<file path="config.mk">
export PLATFORM = sky130hd
export DESIGN_NAME = slave_port
export DESIGN_NICKNAME = d
export VERILOG_FILES = /design/src/rtl/slave_port.sv
export SDC_FILE = /design/constraint.sdc
export NUM_CORES = 1
export LEC_CHECK = 0
export BUFFER_PORTS_ARGS = -buffer_cell sky130_fd_sc_hd__buf_2
export CAP_MARGIN = 0
export CORE_MARGIN = 1.5
export CORE_UTILIZATION = 42
export DETAILED_ROUTE_END_ITERATION = 12
export SLEW_MARGIN = 25
export SYNTH_ARGS = -nofsm -noshare
export SYNTH_HDL_FRONTEND = slang
export SYNTH_SLANG_ARGS = --single-unit
</file>
<file path="constraint.sdc">
create_clock -name clk -period 1.92 [get_ports clk]
set_input_delay 0.384 -clock clk [delete_from_list [all_inputs] [get_ports clk]]
set_output_delay 0.384 -clock clk [all_outputs]
set_load 0.02 [all_outputs]
</file>
<file path="src/rtl/slave_port.sv">
`default_nettype none
// +--------------------------------------------------------------------------+
// | Module      : slave_port                                                 |
// | Description : Serial-bus slave. Takes a serial header (address + burst)  |
// |               and write data, and serialises read data back. Drives a    |
// |               local memory. Optional range check: SLAVE_PORT_RANGE_CHECK_EN|
// | Revision    : 1.0 - initial release                                      |
// +--------------------------------------------------------------------------+
module slave_port #(
    parameter int ADDR_LEN  = 12,
    parameter int DATA_LEN  = 8,
    parameter int BURST_LEN = 13,
    parameter int MEM_SIZE  = 2048
) (
    input  logic                clk,
    input  logic                reset,
    input  logic                master_valid,
    input  logic                master_ready,
    input  logic                write_en,
    input  logic                read_en,
    input  logic                rx_address,
    input  logic                rx_burst_num,
    input  logic                rx_data,
    input  logic [DATA_LEN-1:0] mem_rdata,
    output logic                slave_ready,
    output logic                slave_valid,
    output logic                tx_data,
    output logic                slave_tx_done,
    output logic [ADDR_LEN-1:0] mem_addr,
    output logic [DATA_LEN-1:0] mem_wdata,
    output logic                mem_we,
    output logic                mem_re,
    output logic                addr_err
);

    localparam logic [2:0] c_st_idle   = 3'd0;
    localparam logic [2:0] c_st_header = 3'd1;
    localparam logic [2:0] c_st_wdata  = 3'd2;
    localparam logic [2:0] c_st_wstore = 3'd3;
    localparam logic [2:0] c_st_rfetch = 3'd4;
    localparam logic [2:0] c_st_rwait  = 3'd5;
    localparam logic [2:0] c_st_rsend  = 3'd6;
    localparam logic [2:0] c_st_done   = 3'd7;

    localparam int c_hcw = $clog2(BURST_LEN + 1);
    localparam int c_bcw = $clog2(DATA_LEN + 1);
    localparam logic [c_hcw-1:0]  c_hdr_last  = c_hcw'(BURST_LEN - 1);
    localparam logic [c_hcw-1:0]  c_addr_bits = c_hcw'(ADDR_LEN);
    localparam logic [c_bcw-1:0]  c_bit_last  = c_bcw'(DATA_LEN - 1);
    localparam logic [ADDR_LEN:0] c_mem_size  = (ADDR_LEN + 1)'(MEM_SIZE);
`ifdef SLAVE_PORT_RANGE_CHECK_EN
    localparam logic c_range_en = 1'b1;
`else
    localparam logic c_range_en = 1'b0;
`endif

    logic [2:0]           r_state;
    logic [2:0]           w_next;
    logic [c_hcw-1:0]     r_hdr_cnt;
    logic [c_bcw-1:0]     r_bit_cnt;
    logic                 r_is_write;
    logic [ADDR_LEN-1:0]  r_addr;
    logic [BURST_LEN-1:0] r_burst;
    logic [DATA_LEN-1:0]  r_shift;
    logic                 r_addr_err;
    logic                 w_accept;
    logic                 w_start;
    logic                 w_hdr_acc;
    logic                 w_last_beat;
    logic                 w_oob;

    assign w_accept    = master_valid & slave_ready;
    assign w_start     = (r_state == c_st_idle) & w_accept & (write_en | read_en);
    assign w_hdr_acc   = w_start | ((r_state == c_st_header) & w_accept);
    // Burst counts down in place; a value of 0 or 1 means this is the final beat.
    assign w_last_beat = (r_burst[BURST_LEN-1:1] == '0);
    assign w_oob       = c_range_en & ({1'b0, r_addr} >= c_mem_size);

    always_ff @(posedge clk) begin
        if (reset) begin
            r_state <= c_st_idle;
        end else begin
            r_state <= w_next;
        end
    end

    always_comb begin
        w_next = r_state;
        case (r_state)
            c_st_idle:   if (w_start) w_next = c_st_header;
            c_st_header: if (w_accept && r_hdr_cnt == c_hdr_last)
                             w_next = r_is_write ? c_st_wdata : c_st_rfetch;
            c_st_wdata:  if (w_accept && r_bit_cnt == c_bit_last) w_next = c_st_wstore;
            c_st_wstore: w_next = w_last_beat ? c_st_done : c_st_wdata;
            c_st_rfetch: w_next = c_st_rwait;
            c_st_rwait:  w_next = c_st_rsend;
            c_st_rsend:  if (master_ready && r_bit_cnt == c_bit_last)
                             w_next = w_last_beat ? c_st_done : c_st_rfetch;
            c_st_done:   w_next = c_st_idle;
            default:     w_next = c_st_idle;
        endcase
    end

    always_comb begin
        slave_ready   = 1'b0;
        slave_valid   = 1'b0;
        tx_data       = 1'b0;
        slave_tx_done = 1'b0;
        mem_we        = 1'b0;
        mem_re        = 1'b0;
        if (!reset) begin
            case (r_state)
                c_st_idle, c_st_header, c_st_wdata: slave_ready = 1'b1;
                c_st_wstore: mem_we = ~w_oob;
                c_st_rfetch: mem_re = ~w_oob;
                c_st_rsend: begin
                    slave_valid = 1'b1;
                    tx_data     = r_shift[0];
                end
                c_st_done:   slave_tx_done = 1'b1;
                default: ;
            endcase
        end
    end

    always_ff @(posedge clk) begin
        if (reset) begin
            r_hdr_cnt  <= '0;
            r_bit_cnt  <= '0;
            r_is_write <= 1'b0;
            r_addr     <= '0;
            r_burst    <= '0;
            r_shift    <= '0;
            r_addr_err <= 1'b0;
        end else begin
            if (w_start) begin
                r_is_write <= write_en;
                r_addr_err <= 1'b0;
            end
            // Header fields arrive LSB first; address takes only its first ADDR_LEN bits.
            if (w_hdr_acc) begin
                r_burst   <= {rx_burst_num, r_burst[BURST_LEN-1:1]};
                if (r_hdr_cnt < c_addr_bits)
                    r_addr <= {rx_address, r_addr[ADDR_LEN-1:1]};
                r_hdr_cnt <= (r_hdr_cnt == c_hdr_last) ? '0 : r_hdr_cnt + 1'b1;
            end
            case (r_state)
                c_st_wdata: if (w_accept) begin
                    r_shift   <= {rx_data, r_shift[DATA_LEN-1:1]};
                    r_bit_cnt <= (r_bit_cnt == c_bit_last) ? '0 : r_bit_cnt + 1'b1;
                end
                c_st_wstore: begin
                    r_addr <= r_addr + 1'b1;
                    if (!w_last_beat) r_burst <= r_burst - 1'b1;
                    if (w_oob) r_addr_err <= 1'b1;
                end
                c_st_rfetch: if (w_oob) r_addr_err <= 1'b1;
                c_st_rwait:  r_shift <= w_oob ? '0 : mem_rdata;
                c_st_rsend: if (master_ready) begin
                    r_shift <= {1'b0, r_shift[DATA_LEN-1:1]};
                    if (r_bit_cnt == c_bit_last) begin
                        r_bit_cnt <= '0;
                        r_addr    <= r_addr + 1'b1;
                        if (!w_last_beat) r_burst <= r_burst - 1'b1;
                    end else begin
                        r_bit_cnt <= r_bit_cnt + 1'b1;
                    end
                end
                default: ;
            endcase
        end
    end

    assign mem_addr  = r_addr;
    assign mem_wdata = r_shift;
    assign addr_err  = r_addr_err;

endmodule
`default_nettype wire

</file>
==> impl_metrics.env <==
export IMPL_synth_area_leaders="dfxtp_1 (33%), mux2i_1 (5.6%), nor2_1 (5.3%)"
export IMPL_maxSlewHeadroom_pct=66.6
export IMPL_htreeDepth=2
export IMPL_synth_fp_nets=356
export IMPL_die_width_um=83.1
export IMPL_synth_cell_types=62
export IMPL_grt_ovfl_total=0
export IMPL_start_kind="register"
export IMPL_use_met2_pct=33.3
export IMPL_ios=44
export IMPL_drv_cap=0
export IMPL_grtUsageMet3_pct=3.48
export IMPL_n_antenna_cell=0
export IMPL_layout_drive_gt1_share_pct=31.9
export IMPL_synth_edff_count=0
export IMPL_rsz0062_at_grt="true"
export IMPL_initial_utilization_pct=44.4
export IMPL_place_congestion=0.818
export IMPL_syn_area_um2=2690
export IMPL_fillCellCount=572
export IMPL_final_util_pct=57.5
export IMPL_hold_path_class="in -> reg"
export IMPL_port_buffers=42
export IMPL_path_max_fanout=5
export IMPL_vias_per_cell=5.71
export IMPL_yosysMostFrequentCell="dfxtp_1"
export IMPL_synth_common_cells="dfxtp_1 (45), nor2_1 (38), nand2_1 (32), a21oi_1 (21), o21ai_0 (16)"
export IMPL_via_count=2793
export IMPL_grt_met1_usage_pct=28.2
export IMPL_core_um2=6060
export IMPL_p_per_area_nw_per_um2=496
export IMPL_cp_end_kind="register"
export IMPL_critPathKind="reg -> reg"
export IMPL_fin_ws_ns=0.00590
export IMPL_crit_chain="or4_4 > or2_4 > o21ai_4 > buf_6 > nor2_1 > a311oi_1"
export IMPL_skew_ns=0.00697
export IMPL_die_height_um=83.1
export IMPL_cp_slowest_cell="or4_4"
export IMPL_regArea_um2=907
export IMPL_clk_pin_slew_ns=0.08
export IMPL_grt_max_degree=42
export IMPL_area_delta_synth_final_pct=29.4
export IMPL_place_hpwl_um=4920
export IMPL_cts_num_sinks=45
export IMPL_max_freq_mhz=522
export IMPL_cp_top_family="simple AND/OR/NAND/NOR gates"
export IMPL_async_flop_share_pct=0
export IMPL_synth_seq_cells=45
export IMPL_grt_usage_pct=20.4
export IMPL_period_needed_ns=1.91
export IMPL_setup_tns_final_ns=0
export IMPL_nNetsFinal=435
export IMPL_worstMarginPinSlew_ns=0.499
export IMPL_synth_cells=334
export IMPL_busiest_layer="met2"
export IMPL_drt_drc_violations_left=0
export IMPL_cts_tree="done"
export IMPL_antenna_found_initial=0
export IMPL_ir_drop_mv=0.372
export IMPL_hold_violations=0
export IMPL_cts_buffer_depth=2
export IMPL_totalWireLength_um=7150
export IMPL_dr_pass1_iters=4
export IMPL_insertion_delay_ns=0.30
export IMPL_place_ws_ns=0.00432
export IMPL_drt_initial_drc_count=92
export IMPL_seq_area_frac_synth_pct=33.4
export IMPL_status="complete, no violations"
export IMPL_min_period_over_period_pct=99.7
export IMPL_grt_pass1_vias=2604
export IMPL_cp_arrival_ns=2.12
export IMPL_detail_route_wl_per_cell_um=14.6
export IMPL_slew_viol_final=0
export IMPL_leakage_nw=1.38
export IMPL_ctsRootBufferMaster="clkbuf_8"
export IMPL_rows=28
export IMPL_cp_slowest_stage_delay_ns=0.58
export IMPL_multi_input_area_um2=1720
export IMPL_finalSetupViolCount=0
export IMPL_crit_buf_inv=1
export IMPL_die_area_um2=6900
export IMPL_synth_area_per_cell_um2=8.07
export IMPL_synth_largest_area_cell="dfxtp_1"
export IMPL_ant_nets=0
export IMPL_numCtsBuffers=5
export IMPL_required_ns=2.12
export IMPL_grt_pass1_wl_um=12000
export IMPL_synthFlopType="dfxtp_1"
export IMPL_synth_yosys_warnings=0
export IMPL_netlist_area_leader_share_pct=33.4
cell families (layout without fill, tap and decap cells):
logic type	count (synthesis)	in the layout	share of synthesized area (%)
mux	16	16	5.99
compound gates	96	96	25.9
simple gates	134	134	25.4
xor+xnor	5	5	1.63
other cells	1	1	0.139
buf+inv	32	112	5.20
flops	45	45	33.4
fa+ha+maj	5	5	2.32
timing repair:
| item | CTS | global route |
|---|---|---|
| gates resized for setup | 0 | 27 |
| setup endpoints to repair | 1 | 24 |
| buffers inserted | 0 | 9 |
| pin swaps | 1 | 9 |
| hold buffers | 0 | 0 |
final timing paths:
kind	start	endpoint	slack (ns)	cells after the start
max	r_burst[6]	r_burst[2]	0.006	6
min	reset	r_is_write	0.34	2
max reg2reg	r_burst[6]	r_burst[2]	0.006	6
min reg2reg	r_hdr_cnt[1]	r_hdr_cnt[1]	0.50	2
cell type report:
type / instances / share of cell area [%]
Clock buffer: 6 / 2.08
Clock inverter: 2 / 0.287
Inverter: 9 / 0.969
Multi-Input combinational cell: 257 / 49.3
Sequential cell: 45 / 26.0
Tap cell: 75 / 2.69
Timing Repair Buffer: 95 / 18.6
power by group:
group / switching (mW) / leakage [nW] / internal [mW]
registers: 0.00971 / 0.366 / 0.942
logic: 0.111 / 0.972 / 0.0802
clock network: 0.333 / 0.0450 / 0.253
total: 0.453 / 1.38 / 1.28
state kept, by name, summed over array words and instances (netlist names):
register and cells:
r_hdr_cnt 4, r_bit_cnt 4, mem_addr 12, r_state 3, r_is_write 1, mem_wdata 8
r_burst 13
metal layers:
layer | vias to the layer above | share of wire (%)
met2 | 58 | 46
met3 | 9 | 3.5
met4 | 0 | 0.98
met5 | - | 0
li1 | 1397 | -
met1 | 1329 | 49
through the flow:
stage	area, um^2	total power, mW	hold WS, ns	cells
2_1_floorplan	2700	1.09	0.457	334
3_3_place_gp	3270	1.15	0.482	473
3_5_place_dp	3270	1.16	0.491	473
4_1_cts	3360	1.74	0.344	481
5_1_grt	3480	1.80	0.344	489
6_report	3480	1.73	0.343	489
cell usage in the layout (no fill, tap or decap), drive strengths merged, types with 3 or more instances in the layout:
master  netlist  layout
a311oi        3       3
and3          3       3
xor2          3       3
mux2i        15      15
nor4          5       5
nor3         14      14
a21oi        22      22
a31oi        10      10
nor2         38      38
inv           9       9
clkbuf       10       6
o21ai        17      17
dfxtp        45      45
o311ai        4       4
a22oi         4       4
or3          10      10
nand2        32      32
nand3         9       9
a211oi       14      14
and2          4       4
buf          13      95
ha            5       5
a32oi         4       4
No activity file was read; power rests on OpenSTA's default activity.
